$ cat config.mk
export PLATFORM = sky130hd
export DESIGN_NAME = led_rom_sequencer
export DESIGN_NICKNAME = d
export VERILOG_FILES = /design/src/rtl/led_rom_sequencer.sv
export SDC_FILE = /design/constraint.sdc
export NUM_CORES = 1
export LEC_CHECK = 0
export BUFFER_PORTS_ARGS = -buffer_cell sky130_fd_sc_hd__buf_2
export CORE_MARGIN = 2
export CORE_UTILIZATION = 55
export CTS_BUF_LIST = sky130_fd_sc_hd__clkbuf_8
export DETAILED_ROUTE_END_ITERATION = 8
export PLACE_DENSITY = 0.82
export SYNTH_ARGS = -nofsm -noshare
export SYNTH_HDL_FRONTEND = slang
export SYNTH_SLANG_ARGS = --single-unit
$ cat constraint.sdc
create_clock -name clk -period 2.38 [get_ports clk]
set_clock_uncertainty 0.2 [all_clocks]
set_input_delay 0.119 -clock clk [delete_from_list [all_inputs] [get_ports clk]]
set_output_delay 0.119 -clock clk [all_outputs]
set_load 0.005 [all_outputs]
$ cat src/rtl/led_rom_sequencer.sv
// Timed address sequencer for the LED pattern ROM: steps a read address through
// [ADDR_FIRST, ADDR_LAST] once per TICK_DIV clocks and latches each nibble onto leds.
module led_rom_sequencer #(
    parameter int ADDR_W      = 12,
    parameter int DATA_W      = 4,
    parameter int TICK_DIV    = 50000000,
    parameter int ROM_LATENCY = 1,
    parameter int ADDR_FIRST  = 0,
    parameter int ADDR_LAST   = 4095
) (
    input  logic              clk,
    input  logic              rst_n,
    input  logic              run,
    input  logic              step,
    output logic              rom_en,
    output logic [ADDR_W-1:0] rom_addr,
    input  logic [DATA_W-1:0] rom_data,
    output logic [DATA_W-1:0] leds,
    output logic              busy,
    output logic              frame_done,
    output logic              wrap
);

    typedef enum logic [1:0] {IDLE, WAIT, READ, CAPT} state_t;

    localparam int                CNT_W   = (TICK_DIV > 2) ? $clog2(TICK_DIV) : 1;
    localparam logic [CNT_W-1:0]  CNT_MAX = CNT_W'(TICK_DIV - 1);
    localparam logic [CNT_W-1:0]  LAT_END = CNT_W'(ROM_LATENCY - 1);
    localparam logic [ADDR_W-1:0] A_FIRST = ADDR_W'(ADDR_FIRST);
    localparam logic [ADDR_W-1:0] A_LAST  = ADDR_W'(ADDR_LAST);

    state_t              state_q, state_d;
    logic [CNT_W-1:0]    cnt_q, cnt_d;
    logic [ADDR_W-1:0]   addr_q, addr_d;
    logic                single_q, single_d;
    logic                rom_en_q, rom_en_d;
    logic [DATA_W-1:0]   leds_q, leds_d;
    logic                busy_q, busy_d;
    logic                frame_done_q, frame_done_d;
    logic                wrap_q, wrap_d;
    logic                tick;
    logic                read_done;

    // READ is always entered with the tick counter at 0 (held in IDLE, wrapped by
    // the tick that leaves WAIT), so the frame counter doubles as the latency count.
    assign tick      = (cnt_q == CNT_MAX);
    assign read_done = (cnt_q == LAT_END);

    always_ff @(posedge clk or negedge rst_n) begin
        if (!rst_n) begin
            state_q      <= IDLE;
            cnt_q        <= '0;
            addr_q       <= A_FIRST;
            single_q     <= 1'b0;
            rom_en_q     <= 1'b0;
            leds_q       <= '0;
            busy_q       <= 1'b0;
            frame_done_q <= 1'b0;
            wrap_q       <= 1'b0;
        end else begin
            state_q      <= state_d;
            cnt_q        <= cnt_d;
            addr_q       <= addr_d;
            single_q     <= single_d;
            rom_en_q     <= rom_en_d;
            leds_q       <= leds_d;
            busy_q       <= busy_d;
            frame_done_q <= frame_done_d;
            wrap_q       <= wrap_d;
        end
    end

    always_comb begin
        state_d  = state_q;
        single_d = single_q;
        case (state_q)
            IDLE: begin
                if (run) begin
                    state_d  = READ;
                    single_d = 1'b0;
                end else if (step) begin
                    state_d  = READ;
                    single_d = 1'b1;
                end
            end
            READ: begin
                if (read_done) state_d = CAPT;
            end
            CAPT: begin
                if (single_q || !run) begin
                    state_d  = IDLE;
                    single_d = 1'b0;
                end else begin
                    state_d = WAIT;
                end
            end
            WAIT: begin
                if (!run)      state_d = IDLE;
                else if (tick) state_d = READ;
            end
            default: state_d = IDLE;
        endcase
    end

    always_comb begin
        cnt_d        = (state_q == IDLE || tick) ? '0 : cnt_q + CNT_W'(1);
        addr_d       = addr_q;
        leds_d       = leds_q;
        frame_done_d = 1'b0;
        wrap_d       = 1'b0;
        if (state_q == CAPT) begin
            leds_d       = rom_data;
            frame_done_d = 1'b1;
            if (addr_q == A_LAST) begin
                addr_d = A_FIRST;
                wrap_d = 1'b1;
            end else begin
                addr_d = addr_q + ADDR_W'(1);
            end
        end
        rom_en_d = (state_d == READ) || (state_d == CAPT);
        busy_d   = (state_d != IDLE);
    end

    assign rom_en     = rom_en_q;
    assign rom_addr   = addr_q;
    assign leds       = leds_q;
    assign busy       = busy_q;
    assign frame_done = frame_done_q;
    assign wrap       = wrap_q;

endmodule

==> impl_metrics.ini <==
[route]
first_pass_iters = 4
vias = 2008
drt_iter0_drc = 170
wl_mm = 5.27
drt-vias-per-instance = 5.96
ant_nets = 0
drc_errors = 0
wire_per_inst_um = 15.6

[setup_path]
path_cells = ha_1 > and4_1 > nand4_1 > or3_1 > a21oi_1
reg2reg_to = cnt_q[22]$_DFF_PN0_
slowest_stage = dfrtp_1
critical_path_buf_inv_count = 0
critical_path_required_ns = 2.40
critPathMaxStageDelay_ns = 0.41
critical_path_arrival_ns = 2.13
crit_family = simple AND/OR/NAND/NOR gates
worstSetupEndpointType = register
rrSetupSlack_ns = 0.27
r2r_cells = 5
cp-startpoint = cnt_q[0]$_DFF_PN0_
regToRegStartpoint = cnt_q[0]$_DFF_PN0_
crit_type = register to register
cp_max_fo = 5
cp-start-kind = register

[yosys]
synth_top_cell_area_share = 0.492
synthTopCellsByArea = dfrtp_1, nand2_1, xor2_1, nand4_1, nor2_1
yosys.cell_types.count = 37
synth-seq-cells = 48
syn_nets = 258
syn_area_per_cell_um2 = 9.89
ys_warn_count = 0
synthCells = 247
yosys.area.top_type = dfrtp_1
netlist_area_um2 = 2440
yosysSeqAreaShare = 0.492

[timing]
grt_setup_unrepaired = false
hold_violations = 0
maxSlewHeadroom = 0.555
maxSlewViolCount = 0
timing.fmax_mhz = 474
hold_slack_ns = 0.233
setup_ws_ns = 0.269
tightest_slew_ns = 0.663
period_minus_slack_ns = 2.11
tns_ns = 0
finalSetupViolCount = 0
post-route-period-util = 0.887

[pwr]
intPower_mw = 1.63
p_comb_frac = 0.249
ir_drop_mv = 0.571
switching_power_mw = 0.752
clkPwrFrac = 0.283
p_sw_frac = 0.315
power_density_nw_per_um2 = 848
power.share.sequential = 0.467
p_leak_nw = 1.27

[global_route]
grt_max_degree = 49
grt_pass1_wl_mm = 8.81
grt_pass1_vias = 1968
antenna_found_initial = 0
grt_overflow_total = 0
grt_use_total = 0.220

[floorplanning]
dieArea_um2 = 4990
die_y_um = 70.6
io_pins = 28
die_w_um = 70.6
coreArea_um2 = 4320
initial_core_util = 0.565
fp-row-count = 24

[final_layout]
fin_area_um2 = 2820
final_common_cell = dfrtp_1
final_cell_mix = dfrtp_1, nand2_1, buf_2, nor2_1
diodes = 0
fin_nets = 296
postLayoutCoreUtil = 0.651
areaGrowthSynthToFinish_pct = 15.3
largest_register_ffs = 26
largest_register = cnt_q
fillers = 328
regArea_um2 = 1200
drive_gt1_frac = 0.165
multi_input_area_um2 = 1140

[clock_network]
clockBufferDepth = 2
cts-buffers-inserted = 5
cts_tree = done
clock_sinks = 48
ctsRootBufferMaster = clkbuf_8
h-tree-depth = 2
clk_pin_slew_ns = 0.09
insertion_delay_ns = 0.30
cts_resized = 0

[placement]
hpwl_mm = 3.69
port_buffers = 27
globalplace.congestion = 0.843
dpl-instance-area_um2 = 2620
post-place-ws_ns = 0.322

[job]
max-cap-violations = 0

[worst_hold_path]
holdCritPathClass = primary input to asynchronous set/reset pin

[outcome]
status = finished, final reports clean
## worst max-delay path by stage
stage	endpoint	slack, ns	cells after the start
after floorplan	cnt_q[23]$_DFF_PN0_	0.42	6
after global placement	cnt_q[6]$_DFF_PN0_	0.41	5
after detailed placement	cnt_q[22]$_DFF_PN0_	0.32	5
after CTS	cnt_q[22]$_DFF_PN0_	0.27	5
after global routing	cnt_q[22]$_DFF_PN0_	0.17	5
final	cnt_q[22]$_DFF_PN0_	0.27	5
## power groups by stage
stage          combinational (mW)  clock [mW]  sequential (mW)
2_1_floorplan               0.411           0             1.08
3_5_place_dp                0.585           0             1.13
3_3_place_gp                0.564           0             1.12
4_1_cts                     0.594       0.686             1.11
6_report                    0.595       0.676             1.12
5_1_grt                     0.675       0.712             1.14
## metal layers
layer,track usage,up-vias,part of all wire
met2,0.371,42,0.51
li1,-,969,-
met3,0.0541,13,0.036
met4,0.0922,0,0.022
met5,0,-,0
met1,0.271,984,0.44
## what timing repair did
| action | 4_1_cts | 5_1_grt |
|---|---|---|
| buffers inserted | 0 | 0 |
| hold endpoints to repair | 54 | 0 |
| hold buffers | 7 | 0 |
## per-stage QoR
stage                     instances  power [mW]
final                           337        2.39
after global routing            337        2.52
after CTS                       337        2.39
after detailed placement        323        1.71
after global placement          323        1.69
after floorplan                 247        1.49
## synthesized netlist by cell type
cell       count
nor3_1         3
and4_4         1
nor4_4         1
a22oi_1        1
o21bai_1       2
nand4bb_1      1
nand4_4        1
inv_1          9
o21ai_0       11
and3_1         4
nor2_1        23
o31ai_1        7
o32ai_1        1
dfrtp_1       48
a21oi_1       14
a21oi_2        1
nor4_2         1
o32ai_4        1
buf_2          3
nor4b_1        1
o211ai_1       1
nand3_1       13
nor4_1         5
or4_1          6
nand4_1       14
and4_1         5
or3_1          7
buf_6          4
o21a_1         1
xor2_1        12
buf_4          1
ha_1           3
or4_4          1
nand2_1       30
xnor2_1        8
clkbuf_1       1
or4b_1         1
## worst min-delay path: cells and delay by family
kind | cells | cell delay, ns
buffers and inverters | 3 | 1.09
## logic make-up after synthesis
logic type | synth area share
simple gates | 0.272
flops | 0.492
fa+ha+maj | 0.0154
compound gates | 0.107
xor+xnor | 0.0717
buf+inv | 0.0430
## final cells by class
| cell class | count | area share |
|---|---|---|
| repair buffers | 40 | 0.0889 |
| clock inverters | 2 | 0.0213 |
| multi-input cells | 181 | 0.404 |
| well taps | 52 | 0.0231 |
| inverters | 9 | 0.0120 |
| flip-flops and latches | 48 | 0.427 |
| clock buffers | 5 | 0.0244 |
Power figures use the tool's default switching activity.
